`src/rtl/addinv_pkg.sv`:
```
// addinv_pkg: shared mode encoding and default geometry for the addinv pipeline.
package addinv_pkg;

  // Per-beat operation selector.
  typedef enum logic [1:0] {
    ADD    = 2'd0,
    INV    = 2'd1,
    ADDINV = 2'd2,
    SUB    = 2'd3
  } mode_e;

  localparam int DEF_WIDTH = 8;
  localparam int DEF_LANES = 1;
  localparam int DEF_DEPTH = 2;

endpackage

```
`src/rtl/addinv_lane.sv`:
```
// addinv_lane: single-lane combinational arithmetic (ADD / INV / ADDINV / SUB).
// Optional macro ADDINV_PIPE_OVF_EN adds a carry/borrow flag output.
module addinv_lane
  import addinv_pkg::*;
#(
  parameter int WIDTH = DEF_WIDTH
) (
  input  logic [WIDTH-1:0] i_a,
  input  logic [WIDTH-1:0] i_b,
  input  logic [1:0]       i_mode,
  output logic [WIDTH-1:0] o_z
`ifdef ADDINV_PIPE_OVF_EN
  ,
  output logic             o_ovf
`endif
);

  logic [WIDTH-1:0] w_s;  // a+b truncated to WIDTH
  logic [WIDTH-1:0] w_d;  // a-b truncated to WIDTH

`ifdef ADDINV_PIPE_OVF_EN
  logic w_c;   // carry-out of a+b
  logic w_bw;  // borrow of a-b (set when a < b)
  assign {w_c, w_s}  = {1'b0, i_a} + {1'b0, i_b};
  assign {w_bw, w_d} = {1'b0, i_a} - {1'b0, i_b};
`else
  assign w_s = i_a + i_b;
  assign w_d = i_a - i_b;
`endif

  // Select the result; inversion is applied to the already-truncated sum.
  always_comb begin
    o_z = w_s;
    case (mode_e'(i_mode))
      ADD:     o_z = w_s;
      INV:     o_z = ~w_s;
      ADDINV:  o_z = i_a + ~w_s;
      SUB:     o_z = w_d;
      default: o_z = w_s;
    endcase
  end

`ifdef ADDINV_PIPE_OVF_EN
  // SUB reports borrow; every other mode reports carry of the internal a+b.
  always_comb begin
    o_ovf = w_c;
    if (mode_e'(i_mode) == SUB) o_ovf = w_bw;
  end
`endif

endmodule

```
`src/rtl/addinv_pipe.sv`:
```
// addinv_pipe: LANES parallel addinv lanes feeding a DEPTH-stage valid/ready
// pipeline with bubble collapsing. Result is computed at input acceptance and
// carried through the stages. Optional macro ADDINV_PIPE_OVF_EN adds out_ovf.
module addinv_pipe
  import addinv_pkg::*;
#(
  parameter int WIDTH = DEF_WIDTH,
  parameter int LANES = DEF_LANES,
  parameter int DEPTH = DEF_DEPTH
) (
  input  logic                   clk,
  input  logic                   rst,
  input  logic                   in_valid,
  output logic                   in_ready,
  input  logic [1:0]             in_mode,
  input  logic [LANES*WIDTH-1:0] in_a,
  input  logic [LANES*WIDTH-1:0] in_b,
  output logic                   out_valid,
  input  logic                   out_ready,
  output logic [LANES*WIDTH-1:0] out_z
`ifdef ADDINV_PIPE_OVF_EN
  ,
  output logic [LANES-1:0]       out_ovf
`endif
);

  logic [LANES*WIDTH-1:0]            w_z;
  logic [DEPTH-1:0]                  r_vld;
  logic [DEPTH-1:0]                  w_adv;
  logic [DEPTH-1:0][LANES*WIDTH-1:0] r_z;
  logic                              w_acc;
`ifdef ADDINV_PIPE_OVF_EN
  logic [LANES-1:0]                  w_ovf;
  logic [DEPTH-1:0][LANES-1:0]       r_ovf;
`endif

  for (genvar g = 0; g < LANES; g++) begin : g_lane
    addinv_lane #(.WIDTH(WIDTH)) u_lane (
      .i_a    (in_a[g*WIDTH +: WIDTH]),
      .i_b    (in_b[g*WIDTH +: WIDTH]),
      .i_mode (in_mode),
      .o_z    (w_z[g*WIDTH +: WIDTH])
`ifdef ADDINV_PIPE_OVF_EN
      ,
      .o_ovf  (w_ovf[g])
`endif
    );
  end

  // A stage may load when it is empty or its contents move on downstream.
  always_comb begin
    w_adv          = '0;
    w_adv[DEPTH-1] = ~r_vld[DEPTH-1] | out_ready;
    for (int i = DEPTH-2; i >= 0; i--) w_adv[i] = ~r_vld[i] | w_adv[i+1];
  end

  assign in_ready  = w_adv[0] & ~rst;
  assign w_acc     = in_valid & in_ready;
  assign out_valid = r_vld[DEPTH-1];
  assign out_z     = r_z[DEPTH-1];
`ifdef ADDINV_PIPE_OVF_EN
  assign out_ovf   = r_ovf[DEPTH-1];
`endif

  // Stage registers; data only moves with a valid beat so out_z keeps the
  // last real result (zero after reset) rather than bubble garbage.
  always_ff @(posedge clk) begin
    if (rst) begin
      r_vld <= '0;
      r_z   <= '0;
`ifdef ADDINV_PIPE_OVF_EN
      r_ovf <= '0;
`endif
    end else begin
      if (w_adv[0]) begin
        r_vld[0] <= w_acc;
        if (w_acc) begin
          r_z[0]   <= w_z;
`ifdef ADDINV_PIPE_OVF_EN
          r_ovf[0] <= w_ovf;
`endif
        end
      end
      for (int i = 1; i < DEPTH; i++) begin
        if (w_adv[i]) begin
          r_vld[i] <= r_vld[i-1];
          if (r_vld[i-1]) begin
            r_z[i]   <= r_z[i-1];
`ifdef ADDINV_PIPE_OVF_EN
            r_ovf[i] <= r_ovf[i-1];
`endif
          end
        end
      end
    end
  end

endmodule
```
`config.mk`:
```
export PLATFORM = sky130hd
export DESIGN_NAME = addinv_pipe
export DESIGN_NICKNAME = d
export VERILOG_FILES = /design/src/rtl/addinv_pkg.sv /design/src/rtl/addinv_lane.sv /design/src/rtl/addinv_pipe.sv
export SDC_FILE = /design/constraint.sdc
export NUM_CORES = 1
export LEC_CHECK = 0
export BUFFER_PORTS_ARGS = -buffer_cell sky130_fd_sc_hd__buf_2
export CAP_MARGIN = 20
export CORE_MARGIN = 2
export CORE_UTILIZATION = 25
export DETAILED_ROUTE_END_ITERATION = 10
export GPL_TIMING_DRIVEN = 1
export HOLD_SLACK_MARGIN = 0.15
export PLACE_DENSITY = 0.5
export RECOVER_POWER = 25
export SKIP_CTS_REPAIR_TIMING = 1
export SLEW_MARGIN = 10
export SYNTH_ARGS = -nofsm -noshare
export SYNTH_HDL_FRONTEND = slang
export SYNTH_SLANG_ARGS = --single-unit
```
`constraint.sdc`:
```
create_clock -name clk -period 3.64 [get_ports clk]
set_input_delay 0 -clock clk [delete_from_list [all_inputs] [get_ports clk]]
set_output_delay 0 -clock clk [all_outputs]
set_load 0.01 [all_outputs]
```
* After elaboration in Yosys (flattened, before gate mapping)
Cells that the tools add are included.
Storage, ports and cells: bits in registers 18, bits of input ports 22, output and inout port bits 10, logic and storage cells 22
Cells by class: add/subtract/negate cells 3, equality and inequality tests 3, mux-type cells 1, bitwise operators 8, reductions and logical operators 3
Operator list (count):
- $pmux W8 S4 | 1
- $add A8 B8 Y8 | 2
- $not A8 Y8 | 1
- $sub A8 B8 Y8 | 1
- $eq A2 B2 Y1 const B | 2
- $reduce_and A2 Y1 | 2
- $not A1 Y1 | 3
- $and A1 B1 Y1 | 2
- $eq A2 B1 Y1 const B | 1
- $logic_not A2 Y1 | 1
- $or A1 B1 Y1 | 2

* Logic depth before layout (Yosys ltp)
word-level depth 6, depth in mapped cells 16, depth with buffers taken out 16

* Cells and area by module
Synthesis repeated with hierarchy kept, for this count alone.
Second synthesis, totals: cells, all modules 199, area total of the unflattened synthesis 1710.4 µm²
Modules (own cells, without submodules):
- addinv_lane | times used 1, cells an instance 120, area each 928.4 µm², seq. area each 0.0 µm²
- addinv_pipe | times used 1, cells an instance 79, area each 782.0 µm², seq. area each 360.3 µm²

* Worst setup path after synthesis
No wires, ideal clock.
path kind in2reg, start point in in_a[4], end point reg r_z[7] (netlist name), library setup time 116 ps, arrival time 2830 ps, data required time 3524 ps, setup slack 695 ps, stages on the path 13, buffers on the path 0, cells stage by stage ha_1 and2_4 a221o_1 or3_2 and2_1 xor2_1 nand2_1 o21ai_0 ha_1 o41ai_1 xor2_1 a31o_1 a31o_1
On the way: word-level cells in the longest chain between the ends 4, elaborated cells between the ends (all ways) 5, those cells by class add/sub: 3; mux: 1; bitwise: 1
RTL lines:
- start: declaration | line addinv_pipe.sv:16 | input logic [LANES*WIDTH-1:0] in_a,
- $add A8 B8 Y8 | line addinv_lane.sv:27 | assign w_s = i_a + i_b;
- $not A8 Y8 | line addinv_lane.sv:36, addinv_lane.sv:37
- $add A8 B8 Y8 | line addinv_lane.sv:37 | ADDINV: o_z = i_a + ~w_s;
- $pmux W8 S4 (*) | line addinv_lane.sv:34 | case (mode_e'(i_mode))
- end signal: indexed assignment | line addinv_pipe.sv:88 | r_z[i] <= r_z[i-1];
- end: declaration | line addinv_pipe.sv:30 | logic [DEPTH-1:0][LANES*WIDTH-1:0] r_z;
Mark *: on every way between the ends. The rest lies on a longest branch, timed or not. A chain may end at the register's enable or synchronous reset.

* Final worst setup path
start point in in_a[3], end point reg r_z[7] (netlist name)
Same word-level chain as after synthesis.

==> flow_metrics.env <==
export IMPL_crit_arrival_ns=3.10
export IMPL_firstDrtPassIters=4
export IMPL_regToRegSetupSlack_ns=1.95
export IMPL_vias=1395
export IMPL_final_nets=264
export IMPL_ys_warn_count=0
export IMPL_hold_ws_ns=0.171
export IMPL_cts_max_level=1
export IMPL_routabilityCongestion=0.708
export IMPL_finClkSkew_ns=0.000692
export IMPL_cts_num_sinks=18
export IMPL_fin_crit_sh=0.814
export IMPL_switchingPower_uw=232
export IMPL_combPwrFrac=0.462
export IMPL_synth_ff_type="dfxtp_1"
export IMPL_cap_violations=0
export IMPL_swShare=0.349
export IMPL_grt_pass1_vias=1316
export IMPL_antenna_found_initial=0
export IMPL_tns_ns=0
export IMPL_p_clk_frac=0.197
export IMPL_drt_iter0_drc=41
export IMPL_hp_class="primary input to register"
export IMPL_synthesis_area_um2=1620
export IMPL_core_area_um2=6310
export IMPL_root_buffer="clkbuf_8"
export IMPL_leakagePower_uw=0.000855
export IMPL_drt_wl_total_um=3540
export IMPL_io_buffers=31
export IMPL_internal_power_uw=434
export IMPL_synth_seq_cells=18
export IMPL_setup_viol=0
export IMPL_worstHoldEndpoint="r_z[7]$_SDFFE_PP0P_"
export IMPL_async_reset_ff_frac=0
export IMPL_postRouteAntennaNets=0
export IMPL_insertedDiodeCount=0
export IMPL_syn_nets=237
export IMPL_place_hpwl_um=2930
export IMPL_slew_headroom=0.664
export IMPL_grt_max_degree=18
export IMPL_track_usage=0.0993
export IMPL_worstMarginPinSlew_ns=0.504
export IMPL_rr_worst_depth=5
export IMPL_r2r_start="r_vld[1]$_SDFFE_PP0P_"
export IMPL_yosysSeqAreaShare=0.223
export IMPL_clkTransAtPathRegs_ns=0.06
export IMPL_viasPerCell=4.65
export IMPL_totalPowerFinal_uw=666
export IMPL_wl_per_cell_um=11.8
export IMPL_io_pins=32
export IMPL_synthCells=198
export IMPL_rsz0062_at_grt="false"
export IMPL_cts_tree="done"
export IMPL_syn2layout_area_growth_pct=15.8
export IMPL_path_max_fanout=4
export IMPL_status="finished clean"
export IMPL_rows=29
export IMPL_fp_dieArea_um2=7130
export IMPL_synthDistinctLibCells=44
export IMPL_endpoint_kind="register"
export IMPL_hold_start="in_a[7]"
export IMPL_die_y_um=84.4
export IMPL_remaining_drc_errors=0
export IMPL_die_w_um=84.4
export IMPL_period_minus_slack_ns=2.96
export IMPL_avgSynthCellArea_um2=8.16
export IMPL_start_util=0.256
export IMPL_ctsLongestPathBuffers=2
export IMPL_min_path_cells=4
export IMPL_critPathLaunchType="primary input"
export IMPL_worstSetupPathType="primary input to register"
export IMPL_gr_total_overflow=0
export IMPL_hold_viol=0
export IMPL_p_seq_frac=0.341
export IMPL_drv_slew=0
export IMPL_r2r_end="r_z[7]$_SDFFE_PP0P_"
export IMPL_numCtsBuffers=3
export IMPL_clk_latency_ns=0.24
export IMPL_cellPowerDensity_nw_per_um2=356
export IMPL_synth_edf_count=0
export IMPL_drive_gt1_frac=0.152
export IMPL_cp_required_ns=3.78
export IMPL_grt_pass1_wl_um=6010
export IMPL_ir_drop_mv=0.191
export IMPL_timing_fmax_mhz=338
[layout make-up]
cell class | count | area [µm²]
well taps | 77 | 96.3
inverters | 6 | 22.5
flip-flops and latches | 18 | 360
fillers | 708 | 4440
multi-input cells | 159 | 1150
clock buffers | 3 | 41.3
repair buffers | 37 | 204
[registers in the layout, summed over array words and instances, names as in the netlist]
| name | count |
|---|---|
| out_z | 8 |
| r_vld | 2 |
| r_z | 8 |
[power groups by stage]
stage / Clock [µW] / Combinational [µW] / Sequential (µW)
after detailed placement: 0 / 305 / 232
after global routing: 145 / 352 / 230
final: 132 / 308 / 227
after CTS: 137 / 307 / 227
after global placement: 0 / 300 / 231
after floorplan: 0 / 241 / 229
[per-stage QoR]
| stage | area (µm²) | setup slack [ns] | util | instances |
|---|---|---|---|---|
| global placement | 1790 | 0.420 | 0.283 | 292 |
| detailed placement | 1790 | 0.395 | 0.283 | 292 |
| CTS | 1830 | 0.660 | 0.290 | 295 |
| floorplan | 1620 | 0.695 | - | 198 |
| global route | 1870 | 0.390 | 0.296 | 300 |
| finish | 1870 | 0.678 | 0.296 | 300 |
[cells by family (layout without fill, tap and decap cells)]
kind of cell,after synthesis,after routing,synth area share
and+or+nand+nor,63,63,0.195
muxes,11,11,0.0689
adders and majority gates,17,17,0.141
AOI/OAI and AO/OA,49,49,0.202
buffers and inverters,21,46,0.0673
DFF,18,18,0.223
xor gates and xnor gates,19,19,0.103
[layer usage]
layer	routed length, µm	share of wire	track usage
met5	0	0	0
met4	20	0.0057	0.0260
met1	1770	0.50	0.129
met2	1650	0.47	0.178
met3	94	0.027	0.00590
[synthesized netlist by cell type (all sizes together) (2+ instances only)]
master	instances	share of area
xor2	11	0.060
o211ai	2	0.0093
ha	15	0.12
a31o	2	0.011
and2	2	0.0093
fa	2	0.025
nor2b	5	0.019
nand2b	2	0.0077
dfxtp	18	0.22
o21ai	16	0.050
inv	6	0.014
and3	3	0.012
clkbuf	7	0.016
a21o	3	0.014
nand3	9	0.028
a21oi	8	0.025
a211o	2	0.011
o31ai	2	0.0093
o21a	2	0.0093
xnor2	8	0.043
mux2i	10	0.062
nand2	11	0.026
a211oi	3	0.014
nor2	22	0.051
nor3	2	0.0062
buf	8	0.037
a21boi	2	0.0093
[worst max-delay path, stage by stage]
cell and delay [ns]:
buf_2 0.12, ha_1 0.34, and2_4 0.16, a221o_1 0.31
or3_2 0.46, and2_1 0.21, xor2_1 0.16, nand2_1 0.06
o21ai_0 0.09, ha_1 0.24, o41ai_1 0.40, xor2_1 0.13
a31o_1 0.21, a31o_1 0.19
[worst max-delay path by stage]
stage | startpoint | endpoint | depth (start not counted)
2_1_floorplan | in_a[4] | r_z[7]$_SDFFE_PP0P_ | 13
3_3_place_gp | in_a[3] | r_z[7]$_SDFFE_PP0P_ | 14
3_5_place_dp | in_a[3] | r_z[7]$_SDFFE_PP0P_ | 14
4_1_cts | in_a[4] | r_z[7]$_SDFFE_PP0P_ | 14
5_1_grt | in_a[0] | r_z[7]$_SDFFE_PP0P_ | 15
6_report | in_a[3] | r_z[7]$_SDFFE_PP0P_ | 14
[cell usage in the layout, fill, tap and decap left out, drive strengths merged, types with 9 or more instances in the layout]
master,instances
ha,15
o21ai,16
clkbuf,10
mux2i,10
nor2,22
nand3,9
buf,25
nand2,11
xor2,11
dfxtp,18
(Power assumes the default switching activity.)
